[src/rtl/my_types_pkg.sv]
// Shared types and constants for the memory access stage.
package my_types_pkg;

  typedef enum logic [1:0] {
    IDLE,
    ACCESS,
    HOLD
  } mem_state_t;

  // Store-conditional status values returned on mem_result[0].
  localparam logic SC_PASS = 1'b1;
  localparam logic SC_FAIL = 1'b0;

endpackage

[src/rtl/link_reg.sv]
// LL/SC reservation register with snoop invalidation and word-granular compare.
module link_reg #(
  parameter int unsigned WordW = 32,
  parameter int unsigned OffW  = 2
) (
  input  logic             clk_i,
  input  logic             rst_i,
  input  logic             ll_set_i,    // LL completes this cycle
  input  logic             sc_done_i,   // SC completes (pass or fail) this cycle
  input  logic             st_done_i,   // plain store completes this cycle
  input  logic [WordW-1:0] op_addr_i,
  input  logic             inv_i,
  input  logic [WordW-1:0] inv_addr_i,
  output logic             link_valid_o,
  output logic [WordW-1:0] link_addr_o,
  output logic             sc_ok_o
);

  logic             link_valid_q, link_valid_d;
  logic [WordW-1:0] link_addr_q, link_addr_d;
  logic             inv_hit_cur, inv_hit_new, st_hit;

  function automatic logic word_eq(input logic [WordW-1:0] a, input logic [WordW-1:0] b);
    return ((a ^ b) >> OffW) == '0;
  endfunction

  // Hit detection; SC sees the reservation after any same-cycle invalidate.
  always_comb begin
    inv_hit_cur = inv_i & link_valid_q & word_eq(inv_addr_i, link_addr_q);
    inv_hit_new = inv_i & ll_set_i & word_eq(inv_addr_i, op_addr_i);
    st_hit      = st_done_i & word_eq(op_addr_i, link_addr_q);
    sc_ok_o     = link_valid_q & word_eq(link_addr_q, op_addr_i) & ~inv_hit_cur;
  end

  // Next reservation: invalidate beats SC/store clear, which beat LL set.
  always_comb begin
    link_valid_d = link_valid_q;
    link_addr_d  = link_addr_q;
    if (ll_set_i) link_addr_d = op_addr_i;
    if (inv_hit_cur || inv_hit_new) begin
      link_valid_d = 1'b0;
    end else if (sc_done_i || st_hit) begin
      link_valid_d = 1'b0;
    end else if (ll_set_i) begin
      link_valid_d = 1'b1;
    end
  end

  // Reservation state register.
  always_ff @(posedge clk_i) begin
    if (rst_i) begin
      link_valid_q <= 1'b0;
      link_addr_q  <= '0;
    end else begin
      link_valid_q <= link_valid_d;
      link_addr_q  <= link_addr_d;
    end
  end

  assign link_valid_o = link_valid_q;
  assign link_addr_o  = link_addr_q;

endmodule

[src/rtl/memory_access_unit.sv]
// Memory stage: dcache request FSM, LL/SC resolution and hazard handshake.
module memory_access_unit
  import my_types_pkg::*;
#(
  parameter int unsigned WORD_W = 32,
  parameter int unsigned OFF_W  = 2
) (
  input  logic              CLK,
  input  logic              RST,
  input  logic              op_valid,
  input  logic              mem_read,
  input  logic              mem_write,
  input  logic              atomic,
  input  logic [WORD_W-1:0] addr,
  input  logic [WORD_W-1:0] wdata,
  input  logic              advance,
  input  logic              flush,
  input  logic              dhit,
  input  logic [WORD_W-1:0] dmemload,
  input  logic              ccinv,
  input  logic [WORD_W-1:0] ccsnoopaddr,
  output logic              dmemREN,
  output logic              dmemWEN,
  output logic [WORD_W-1:0] dmemaddr,
  output logic [WORD_W-1:0] dmemstore,
  output logic [WORD_W-1:0] mem_result,
  output logic              mem_ready,
  output logic              mem_stall,
  output logic              link_valid,
  output logic [WORD_W-1:0] link_addr
);

  mem_state_t        state_q, state_d;
  logic              flush_pend_q, flush_pend_d;
  logic [WORD_W-1:0] result_r_q, result_r_d;

  logic              present, is_read, is_write, is_sc, sc_ok, sc_fail;
  logic              ren, wen, ready, ll_set, sc_done, st_done, complete;
  logic [WORD_W-1:0] result, done_val;

  // Decode the latched op; a read takes precedence if both flags are set.
  always_comb begin
    present  = op_valid & (mem_read | mem_write);
    is_read  = present & mem_read;
    is_write = present & mem_write & ~mem_read;
    is_sc    = is_write & atomic;
    sc_fail  = is_sc & ~sc_ok;
    done_val = is_read ? dmemload
             : is_sc   ? {{(WORD_W-1){1'b0}}, SC_PASS}
             : '0;
  end

  // Next-state, request and result logic.
  always_comb begin
    state_d      = state_q;
    flush_pend_d = flush_pend_q;
    result_r_d   = result_r_q;
    ren          = 1'b0;
    wen          = 1'b0;
    ready        = 1'b0;
    result       = result_r_q;
    complete     = 1'b0;
    sc_done      = 1'b0;
    unique case (state_q)
      IDLE: begin
        if (!present) begin
          ready = 1'b1;
        end else if (flush) begin
          ready = 1'b0;
        end else if (sc_fail) begin
          // Fail locally without touching the cache.
          ready   = 1'b1;
          result  = {{(WORD_W-1){1'b0}}, SC_FAIL};
          sc_done = 1'b1;
        end else begin
          ren = is_read;
          wen = is_write;
          if (dhit) begin
            ready      = 1'b1;
            result     = done_val;
            result_r_d = done_val;
            complete   = 1'b1;
            state_d    = advance ? IDLE : HOLD;
          end else begin
            state_d = ACCESS;
          end
        end
      end
      ACCESS: begin
        // An issued request is never aborted; a flush only discards its result.
        ren = is_read;
        wen = is_write;
        if (dhit) begin
          if (flush_pend_q || flush) begin
            flush_pend_d = 1'b0;
            state_d      = IDLE;
          end else begin
            ready      = 1'b1;
            result     = done_val;
            result_r_d = done_val;
            complete   = 1'b1;
            state_d    = advance ? IDLE : HOLD;
          end
        end else if (flush) begin
          flush_pend_d = 1'b1;
        end
      end
      HOLD: begin
        if (flush) begin
          state_d = IDLE;
        end else begin
          ready   = 1'b1;
          result  = result_r_q;
          if (advance) state_d = IDLE;
        end
      end
      default: state_d = IDLE;
    endcase
    if (complete && is_sc) sc_done = 1'b1;
  end

  always_comb begin
    ll_set  = complete & is_read & atomic;
    st_done = complete & is_write & ~atomic;
  end

  // FSM and result registers.
  always_ff @(posedge CLK) begin
    if (RST) begin
      state_q      <= IDLE;
      flush_pend_q <= 1'b0;
      result_r_q   <= '0;
    end else begin
      state_q      <= state_d;
      flush_pend_q <= flush_pend_d;
      result_r_q   <= result_r_d;
    end
  end

  link_reg #(
    .WordW (WORD_W),
    .OffW  (OFF_W)
  ) u_link_reg (
    .clk_i        (CLK),
    .rst_i        (RST),
    .ll_set_i     (ll_set & ~RST),
    .sc_done_i    (sc_done & ~RST),
    .st_done_i    (st_done & ~RST),
    .op_addr_i    (addr),
    .inv_i        (ccinv),
    .inv_addr_i   (ccsnoopaddr),
    .link_valid_o (link_valid),
    .link_addr_o  (link_addr),
    .sc_ok_o      (sc_ok)
  );

  // Outputs are held quiet while reset is asserted.
  always_comb begin
    dmemREN    = ren & ~RST;
    dmemWEN    = wen & ~RST;
    mem_ready  = ready & ~RST;
    mem_stall  = present & ~ready & ~RST;
    mem_result = result;
    dmemaddr   = {addr[WORD_W-1:OFF_W], {OFF_W{1'b0}}};
    dmemstore  = wdata;
  end

endmodule
[config.mk]
export PLATFORM = sky130hd
export DESIGN_NAME = memory_access_unit
export DESIGN_NICKNAME = d
export VERILOG_FILES = /design/src/rtl/my_types_pkg.sv /design/src/rtl/link_reg.sv /design/src/rtl/memory_access_unit.sv
export SDC_FILE = /design/constraint.sdc
export NUM_CORES = 1
export LEC_CHECK = 0
export ABC_CLOCK_PERIOD_IN_PS = 3200
export BUFFER_PORTS_ARGS = -buffer_cell sky130_fd_sc_hd__buf_2
export CAP_MARGIN = 40
export CORE_MARGIN = 4
export CORE_UTILIZATION = 35
export DETAILED_ROUTE_END_ITERATION = 10
export PLACE_DENSITY = 0.62
export SLEW_MARGIN = 0
export SYNTH_ARGS = -nofsm -noshare
export SYNTH_HDL_FRONTEND = slang
export SYNTH_SLANG_ARGS = --single-unit
[constraint.sdc]
create_clock -name CLK -period 3.2 [get_ports CLK]
set_input_delay 0.32 -clock CLK [delete_from_list [all_inputs] [get_ports CLK]]
set_output_delay 0.32 -clock CLK [all_outputs]
set_load 0.01 [all_outputs]
==> results.toml <==
[floorplan]
io_pins = 271
rows = 42
coreArea_um2 = 13300
die_x_um = 124.6
die_area_um2 = 15530
start_util_pct = 35.80
die_h_um = 124.6

[yosys]
synth_edf_count = 0
syn-mean-instance-area_um2 = 8.040
ys_types = 46
synthArstFlopShare_pct = 0
yosysSeqAreaShare_pct = 28.60
synthesis.area_um2 = 4760
synthFlopType = "dfxtp_1"
ys.warnings.count = 0
ys_ff_latch = 68
syn_inst = 592

[timing]
slew_headroom_pct = 44.61
setup_viol = 0
setup_slack_ns = 0.1637
fin_skew_ns = 0.009043
rsz0062_at_grt = "yes"
period_share_pct = 94.88
post-route-min-period_ns = 3.036
hold_viol = 0
slew_violations = 0
hold_ws_ns = 0.2299
tightestPinTransition_ns = 0.8309
fmax_mhz = 329.3

[clock_network]
clock_sinks = 68
cts_hold_buf = 0
cts-root-buf = "clkbuf_16"
htree_levels = 3
clk_latency_ns = 0.33
post_cts_buffers = 0
cts_tree = "yes"
numCtsBuffers = 9
ctsLongestPathBuffers = 2
clk_pin_slew_ns = 0.06

[cells_and_area]
fill_cells = 1377
regArea_um2 = 1361
final_common_cell = "buf_2"
antennaDiodeCount = 0
syn2layout_area_growth_pct = 20.82
final_cell_mix = "202 x buf_2, 79 x nand2_1, 68 x dfxtp_1"
final_nets = 855
drive_above_1_share_pct = 33.24
multiInputGateArea_um2 = 2770

[placement]
gp_congestion = 0.9102
hpwlAfterDp_mm = 11.56
place_ws_ns = 0.2866
port_buffers = 202

[route]
vias_per_cell = 5.023
drtAntennaViolNets = 0
dr.pass1.iters = 4
via_count = 4511
routed_wl_mm = 15.51
first_iter_violations = 313
routedWlPerCell_um = 17.27
drc = 0

[pwr]
p_leak_nw = 2.806
power.density_nw_per_um2 = 383.5
vdd_ir_drop_max_uv = 190.5

[critical_path]
worstSetupPathType = "flip-flop to output port"
cp-start-kind = "flip-flop"
arrival_ns = 2.72
path_cells = "xor2_1 > nor4_1 > nand4_1 > o311a_1 > nor4_2 > o21bai_2 > buf_6 > a22o_1 > buf_2"
cp_slowest_cell = "o311a_1"
path_max_fanout = 30
endpoint_kind = "output port"
crit_required_ns = 2.88
slowest_delay_ns = 0.43

[status]
outcome = "finished clean"

[global_route]
grt_pass1_vias = 4288
track_usage_pct = 19.62
grt_antenna_before_repair = 0
grt_pass1_wl_mm = 24.44
grt_max_degree = 73
grt.overflow.total = 0

[min_path]
hold_path.class = "input pin to flip-flop"

[run]
max_cap_violations = 0
## critical path, delay by kind of cell (launching register included)
family                 cells  cell delay, ns
AND/OR/NAND/NOR            3            0.74
XOR/XNOR                   1            0.19
AO/OA/AOI/OAI              3            0.74
flip-flops                 1            0.36
buffers and inverters      2            0.33
## what timing repair did
| action | in CTS | in global routing |
|---|---|---|
| endpoints found under the setup margin | 25 | 33 |
| gates resized for setup | 1 | 8 |
| pin swaps | 0 | 1 |
## where the power goes
part           internal, mW  switching, mW
logic                 0.160          0.212
clock network         0.587          0.382
registers             0.855        0.00960
## stage by stage
stage	utilization, %	power (mW)	instance area [µm²]	setup TNS (ns)	cells
floorplan	-	1.139	4763	0	593
global placement	40.74	1.250	5416	0	882
detailed placement	40.74	1.251	5416	0	882
CTS	42.97	2.238	5713	0	898
global route	43.25	2.313	5751	-0.1801	898
finish	43.25	2.205	5751	0	898
## layout make-up
class	count	share of cell area, %
inverters	4	0.2611
repair buffers	212	19.02
clock inverters	3	0.3481
clock buffers	13	4.700
flip-flops and latches	68	23.67
multi-input cells	422	48.17
well taps	176	3.829
## worst paths after layout
path	from	cells after the start	slack, ns	to
min	addr[1]	3	0.23	u_link_reg.link_addr_o[1]$_SDFFE_PP0P_
min reg2reg	u_link_reg.link_addr_o[0]$_SDFFE_PP0P_	2	0.45	u_link_reg.link_addr_o[0]$_SDFFE_PP0P_
max reg2reg	u_link_reg.link_addr_o[26]$_SDFFE_PP0P_	9	0.40	result_r_q[1]$_SDFFE_PP0P_
max	u_link_reg.link_addr_o[26]$_SDFFE_PP0P_	9	0.16	mem_result[12]
## synthesized netlist by cell type (2+ instances only)
cell type  number  area (µm²)
nand2_1        79       296.5
dfxtp_1        68        1361
buf_4          64       480.5
xnor2_1        49       429.2
nor2_1         43       161.4
a21oi_1        42       210.2
xor2_1         40       350.3
a22o_1         30       262.8
and3_1         30       187.7
mux2i_1        30       300.3
clkbuf_1       26       97.59
nor4_1         17       106.4
nand4_1        15       93.84
o21ai_0         7       35.03
buf_6           6       67.56
inv_1           4       15.01
nand3_1         4       20.02
buf_1           3       11.26
nor3_1          3       15.01
a221o_1         2       20.02
a22oi_1         2       15.01
a31o_2          2       17.52
nor3b_1         2       15.01
or3b_2          2       17.52
## kinds of logic after synthesis
group           share of synthesized area [%]
compound gates                          13.99
xor+xnor                                16.38
buf+inv                                 14.12
flops                                   28.60
mux                                     6.309
other cells                           0.07879
simple gates                            20.53
## flip-flops by register name (all words and copies together), names as in the netlist
| register | flops |
|---|---|
| result_r_q | 32 |
| u_link_reg.link_addr_o | 32 |
| state_q | 2 |
| flush_pend_q | 1 |
| u_link_reg.link_valid_o | 1 |
## layer usage
layer	vias up	global-route usage, %	part of all wire [%]	wire (µm)
li1	2224	-	-	-
met1	2057	24.53	42	6515
met2	211	31.27	46	7117
met3	19	6.732	9.8	1518
met4	0	7.221	2.3	354
met5	-	0	0	0
Power figures use the tool's default switching activity.
